File: src/rtl/noc_serial_pkg.sv
// Shared definitions for the inter-router serial link transmitter and receiver.
// Latency: n/a (types, constants and a constant function only).
// Backpressure: n/a. Honours SERIAL_TX_PARITY_EN when sizing the frame.
package noc_serial_pkg;

  // Line levels: a frame opens with a high start bit, the idle line is low.
  localparam logic START_BIT  = 1'b1;
  localparam logic IDLE_LEVEL = 1'b0;

  // Transmitter sequencing.
  typedef enum logic [1:0] {
    IDLE  = 2'd0,
    SHIFT = 2'd1,
    GAP   = 2'd2
  } tx_state_t;

  // Number of line cycles one frame occupies: start bit, data bits and,
  // when enabled, one trailing even-parity bit.
  function automatic int frame_len(input int width);
`ifdef SERIAL_TX_PARITY_EN
    return width + 2;
`else
    return width + 1;
`endif
  endfunction

endpackage

File: src/rtl/tx_fifo.sv
// Synchronous FIFO with occupancy count, shared by the serial transmitter and receiver.
// Latency: a pushed entry is visible at pop_data the cycle after the push edge.
// Backpressure: push ignored when full, pop ignored when empty; full does not see same-cycle pops.
module tx_fifo #(
  parameter int WIDTH = 8,
  parameter int DEPTH = 4
) (
  input  logic                       clk,
  input  logic                       reset,
  input  logic                       push,
  input  logic [WIDTH-1:0]           push_data,
  input  logic                       pop,
  output logic [WIDTH-1:0]           pop_data,
  output logic                       full,
  output logic                       empty,
  output logic [$clog2(DEPTH):0]     count
);

  localparam int AW = $clog2(DEPTH);
  localparam int CW = AW + 1;

  logic [WIDTH-1:0] mem [DEPTH];
  logic [AW-1:0]    wr_ptr;
  logic [AW-1:0]    rd_ptr;
  logic [CW-1:0]    count_q;
  logic             push_ok;
  logic             pop_ok;

  assign full     = (count_q == CW'(DEPTH));
  assign empty    = (count_q == '0);
  assign count    = count_q;
  assign push_ok  = push & ~full;
  assign pop_ok   = pop & ~empty;
  assign pop_data = mem[rd_ptr];

  // Pointers wrap naturally since DEPTH is a power of two; count tracks occupancy.
  always_ff @(posedge clk or negedge reset) begin
    if (!reset) begin
      wr_ptr  <= '0;
      rd_ptr  <= '0;
      count_q <= '0;
    end else begin
      if (push_ok) wr_ptr <= wr_ptr + 1'b1;
      if (pop_ok)  rd_ptr <= rd_ptr + 1'b1;
      case ({push_ok, pop_ok})
        2'b10:   count_q <= count_q + 1'b1;
        2'b01:   count_q <= count_q - 1'b1;
        default: count_q <= count_q;
      endcase
    end
  end

  // Storage needs no reset: entries are only read after being written.
  always_ff @(posedge clk) begin
    if (push_ok) mem[wr_ptr] <= push_data;
  end

endmodule

File: src/rtl/serial_tx_fifo.sv
// Buffered serial transmitter: queues flits, sends each LSB-first behind a start bit, then idles GAP_CYCLES.
// Latency: push at edge N, launch at edge N+1, start bit on the line the cycle after; SERIAL_TX_PARITY_EN adds a parity bit.
// Backpressure: in_ready = !full (no ready-through); channel_busy only defers launch, never a frame in flight.
module serial_tx_fifo
  import noc_serial_pkg::*;
#(
  parameter int WIDTH      = 8,
  parameter int DEPTH      = 4,
  parameter int GAP_CYCLES = 1,
  parameter int ROUTERID   = -1
) (
  input  logic                     clk,
  input  logic                     reset,
  input  logic                     in_valid,
  input  logic [WIDTH-1:0]         in_data,
  output logic                     in_ready,
  input  logic                     channel_busy,
  output logic                     serial_out,
  output logic                     tx_active,
  output logic                     tx_busy,
  output logic [$clog2(DEPTH):0]   fifo_count
);

  localparam int FRAME_LEN = frame_len(WIDTH);
  localparam int CNT_W     = $clog2(FRAME_LEN);
  localparam int GAP_W     = (GAP_CYCLES > 1) ? $clog2(GAP_CYCLES) : 1;

  localparam logic [CNT_W-1:0] LAST_BIT = CNT_W'(FRAME_LEN - 1);
  localparam logic [GAP_W-1:0] GAP_LOAD = (GAP_CYCLES > 0) ? GAP_W'(GAP_CYCLES - 1) : '0;

  tx_state_t            state;
  tx_state_t            state_nxt;
  logic [FRAME_LEN-1:0] shift_reg;
  logic [FRAME_LEN-1:0] load_frame;
  logic [CNT_W-1:0]     bit_cnt;
  logic [GAP_W-1:0]     gap_cnt;
  logic                 active_q;

  logic                 fifo_full;
  logic                 fifo_empty;
  logic [WIDTH-1:0]     head_data;
  logic                 push;
  logic                 pop;
  logic                 load;
  logic                 shift_en;
  logic                 frame_done;

  assign in_ready = ~fifo_full;
  assign push     = in_valid & in_ready;

  tx_fifo #(
    .WIDTH (WIDTH),
    .DEPTH (DEPTH)
  ) u_fifo (
    .clk       (clk),
    .reset     (reset),
    .push      (push),
    .push_data (in_data),
    .pop       (pop),
    .pop_data  (head_data),
    .full      (fifo_full),
    .empty     (fifo_empty),
    .count     (fifo_count)
  );

  // Frame image, bit 0 leaves first: start bit, data LSB-first, optional even parity last.
`ifdef SERIAL_TX_PARITY_EN
  assign load_frame = {^head_data, head_data, START_BIT};
`else
  assign load_frame = {head_data, START_BIT};
`endif

  // State register.
  always_ff @(posedge clk or negedge reset) begin
    if (!reset) state <= IDLE;
    else        state <= state_nxt;
  end

  // Next state and datapath strobes; launch is only decided from IDLE.
  always_comb begin
    state_nxt  = state;
    pop        = 1'b0;
    load       = 1'b0;
    shift_en   = 1'b0;
    frame_done = 1'b0;
    case (state)
      IDLE: begin
        if (!fifo_empty && !channel_busy) begin
          pop       = 1'b1;
          load      = 1'b1;
          state_nxt = SHIFT;
        end
      end
      SHIFT: begin
        if (bit_cnt == '0) begin
          frame_done = 1'b1;
          state_nxt  = (GAP_CYCLES > 0) ? GAP : IDLE;
        end else begin
          shift_en = 1'b1;
        end
      end
      GAP: begin
        if (gap_cnt == '0) state_nxt = IDLE;
      end
      default: state_nxt = IDLE;
    endcase
  end

  // Shift register, bit counter and gap counter; the register is cleared at frame end so the line idles low.
  always_ff @(posedge clk or negedge reset) begin
    if (!reset) begin
      shift_reg <= {FRAME_LEN{IDLE_LEVEL}};
      bit_cnt   <= '0;
      gap_cnt   <= '0;
      active_q  <= 1'b0;
    end else if (load) begin
      shift_reg <= load_frame;
      bit_cnt   <= LAST_BIT;
      active_q  <= 1'b1;
    end else if (shift_en) begin
      shift_reg <= shift_reg >> 1;
      bit_cnt   <= bit_cnt - 1'b1;
    end else if (frame_done) begin
      shift_reg <= {FRAME_LEN{IDLE_LEVEL}};
      gap_cnt   <= GAP_LOAD;
      active_q  <= 1'b0;
    end else if (state == GAP && gap_cnt != '0) begin
      gap_cnt <= gap_cnt - 1'b1;
    end
  end

  // Both terms are flop outputs, so the line cannot glitch on a state change.
  assign tx_active  = active_q;
  assign serial_out = shift_reg[0] & active_q;
  assign tx_busy    = active_q | channel_busy | ~fifo_empty;

`ifndef SYNTHESIS
  if (ROUTERID >= 0) begin : g_trace
    // Launch trace for simulation logs.
    always @(posedge clk) begin
      if (reset && load) $display("router %d tx : %d", ROUTERID, head_data);
    end
  end
`endif

endmodule

File: config.mk
export PLATFORM = sky130hd
export DESIGN_NAME = serial_tx_fifo
export DESIGN_NICKNAME = d
export VERILOG_FILES = /design/src/rtl/noc_serial_pkg.sv /design/src/rtl/tx_fifo.sv /design/src/rtl/serial_tx_fifo.sv
export SDC_FILE = /design/constraint.sdc
export NUM_CORES = 1
export LEC_CHECK = 0
export ABC_AREA = 1
export BUFFER_PORTS_ARGS = -buffer_cell sky130_fd_sc_hd__buf_4
export CAP_MARGIN = 20
export CORE_UTILIZATION = 42
export DETAILED_ROUTE_END_ITERATION = 10
export PLACE_DENSITY = 0.55
export SYNTH_ARGS = -nofsm -noshare
export SYNTH_HDL_FRONTEND = slang
export SYNTH_SLANG_ARGS = --single-unit
File: constraint.sdc
create_clock -name clk -period 3.13 [get_ports clk]
set_clock_uncertainty 0.2 [all_clocks]
set_input_delay 0.626 -clock clk [delete_from_list [all_inputs] [get_ports clk]]
set_output_delay 0.626 -clock clk [all_outputs]
set_load 0.05 [all_outputs]
==> run summary <==
Total power divided by cell area: 943 nW/µm²
CTS resizes: 0
R2R cell count: 10
DR vias: 1668
CP Max Fanout: 3
Largest net degree at the start of global routing: 25
Class of the worst hold path: in2async
Met3 usage: 3.37%
Kind of critical path: reg2out
1st-iter DRT viols: 55
CP Cell Sequence: inv_1, nand3_2, inv_1, nand2_1, buf_4
Cts hold-fix bufs: 0
CTS sink cnt: 56
Most Frequent Cell on Critical Path: inv_1
Vias in the first global route: 1685
Max-slew violations: 0
Port bufs: 18
Delay of the slowest critical-path stage: 410 ps
Global-route wire length before repair: 7780 µm
Total I/O pin count: 19
Crit path from: u_fifo.count[1]
WP data required: 2300 ps
Register area share after synthesis: 59.6%
Library cells used by synthesis: 27
Hold Vio Cnt, Final: 3
Antenna cells: 0
Post-route ant nets: 0
Core ar.: 5960 µm²
Slew @ Worst Pin: 888 ps
CP max-delay cell: dfrtp_1
Outcome: complete, but fails checks
DRC: 0
VDD IR max: 0.000457 V
Final setup vio count: 0
Period utilisation layout: 69.7%
Net count after synthesis: 283
Top cell type's share of synthesized area: 36.7%
Top post-synthesis cells by area: edfxtp_1 37%, dfrtp_1 23%, nand2_1 9.5%
CTS tree: yes
Die X: 81 µm
Share of cells above drive strength 1: 15.8%
Worst Setup EP: tx_busy
Row cnt: 28
Synth Area in Adders: 4.11%
Die Ht: 81 µm
Max reg flops: 32
FF+latch count, synth: 56
Post-Syn Area: 2620 µm²
Clk_lat worst skew: 300 ps
Most common cell in the netlist: nand2_1
GRT Total Usage: 15.9%
Initial antenna violation count: 0
M2 GR Usage: 27.2%
RSZ-0062 raised after global routing: false
CTS clk-pin slew, worst paths: 100 ps
Synth Area in XOR/XNOR: 1.67%
R2R setup slack: 990 ps
Post-synth top flop: edfxtp_1
GP Congestion: 0.706
Synth Area in Compound Gates: 1.48%
Mean routed wirelength per cell: 12.6 µm
YS warnings: 0
Post-synth top cells: 66 x nand2_1, 45 x inv_1, 38 x nand3_1
Net count, final: 303
Worst setup EP type: output port
DP Wirelength: 3010 µm
Die area: 6560 µm²
Layer with the highest usage: met2
Crit path time final: 2180 ps
Initial Utilization: 44.0%
CTS H-Tree Depth: 2
Fmax: 459 MHz
DR pass1 iterations: 4
Number of CTS-inserted buffers: 5
Grt total ovfl: 0
Total chip power: 2720 µW
Simple-gate share of the synthesized area: 23.5%
Largest family of logic cells by synthesized area: simple AND/OR/NAND/NOR gates
Failing checks: hold timing
Number of fill cells in the layout: 557
Critical R2R Capture: u_fifo.count[2]
Dominant cell type by area after synthesis: edfxtp_1
Asr flop ratio synth: 42.9%
Syn Area/Cell: 9.97 µm²
Synth-to-layout area growth: 9.98%
Synth Instances: 263
Startpoint Class: flop
Vias per inst: 4.65
Final wirelength: 4530 µm
Clock tree buffer depth: 2
Setup_tns: 0 ps
Leak Pwr: 0.00136 µW
Post-synth EDFFs: 32
Hold WS: -4.60 ps
Total of max-cap violations: 0
Post-CTS setup buffer count: 0
Crit path DAT: 1350 ps
Met1 Use GR: 20.2%
Slew Limit Headroom: 40.6%
FF-to-FF Start: state[1]
CTS root buf: clkbuf_8
Mux share of post-synthesis cell area: 0%
==> placed cells by master, fill, tap and decap left out, drive strengths merged, types with 2 or more instances in the layout <==
cell	instances
nor3	2
nor2	14
edfxtp	32
o21ai	6
dfrtp	24
buf	19
clkinv	2
nand3	43
ha	7
clkbuf	5
xor2	4
inv	51
nand2	70
==> worst min-delay path by stage <==
stage              endpoint          from  cells after the start  slack [ps]
3_3_place_gp   shift_reg[0]  shift_reg[1]                      2         260
4_1_cts          bit_cnt[2]         reset                      1           9
3_5_place_dp   shift_reg[7]  shift_reg[8]                      2         280
5_1_grt          bit_cnt[3]         reset                      1          20
6_report         bit_cnt[3]         reset                      1          -5
2_1_floorplan    bit_cnt[0]         reset                      0         130
==> layout make-up <==
| cell class | instances | area [µm²] | share of cell area, % |
|---|---|---|---|
| flip-flops and latches | 56 | 1560 | 54.2 |
| multi-input cells | 150 | 806 | 28.0 |
| inverters | 51 | 196 | 6.81 |
| repair buffers | 19 | 143 | 4.95 |
| well taps | 75 | 93.8 | 3.26 |
| clock buffers | 5 | 68.8 | 2.39 |
| clock inverters | 3 | 13.8 | 0.477 |
==> kinds of logic (layout without fill, tap and decap cells) <==
kind of cell | count (synthesis) | in the layout
xor gates and xnor gates | 5 | 5
AOI/OAI and AO/OA | 7 | 7
DFF | 56 | 56
adders and majority gates | 8 | 8
buffers and inverters | 57 | 78
and+or+nand+nor | 130 | 130
==> per-layer routing <==
metal | wire length [µm] | up-vias
met2 | 2150 | 22
met5 | 0 | -
met4 | 53 | 0
met1 | 2190 | 777
met3 | 132 | 4
li1 | - | 865
==> critical path, delay by kind of cell (launching register included) <==
family	cells	cell delay [ps]
buf+inv	3	490
flops	1	410
simple gates	2	160
==> stage by stage <==
step,hold WS (ps),std cells,util [%],worst slack [ps],instance area [µm²]
floorplan,130,263,-,419,2620
global placement,263,351,47.0,784,2800
detailed placement,279,351,47.0,742,2800
CTS,8.61,359,48.4,924,2880
global route,22.3,359,48.4,808,2880
finish,-4.60,359,48.4,949,2880
==> power breakdown <==
group          leakage, µW  internal, µW  switching [µW]
sequential        0.000585          1020             173
clock            0.0000415           152             226
combinational     0.000732           378             773
Power figures use the tool's default switching activity.
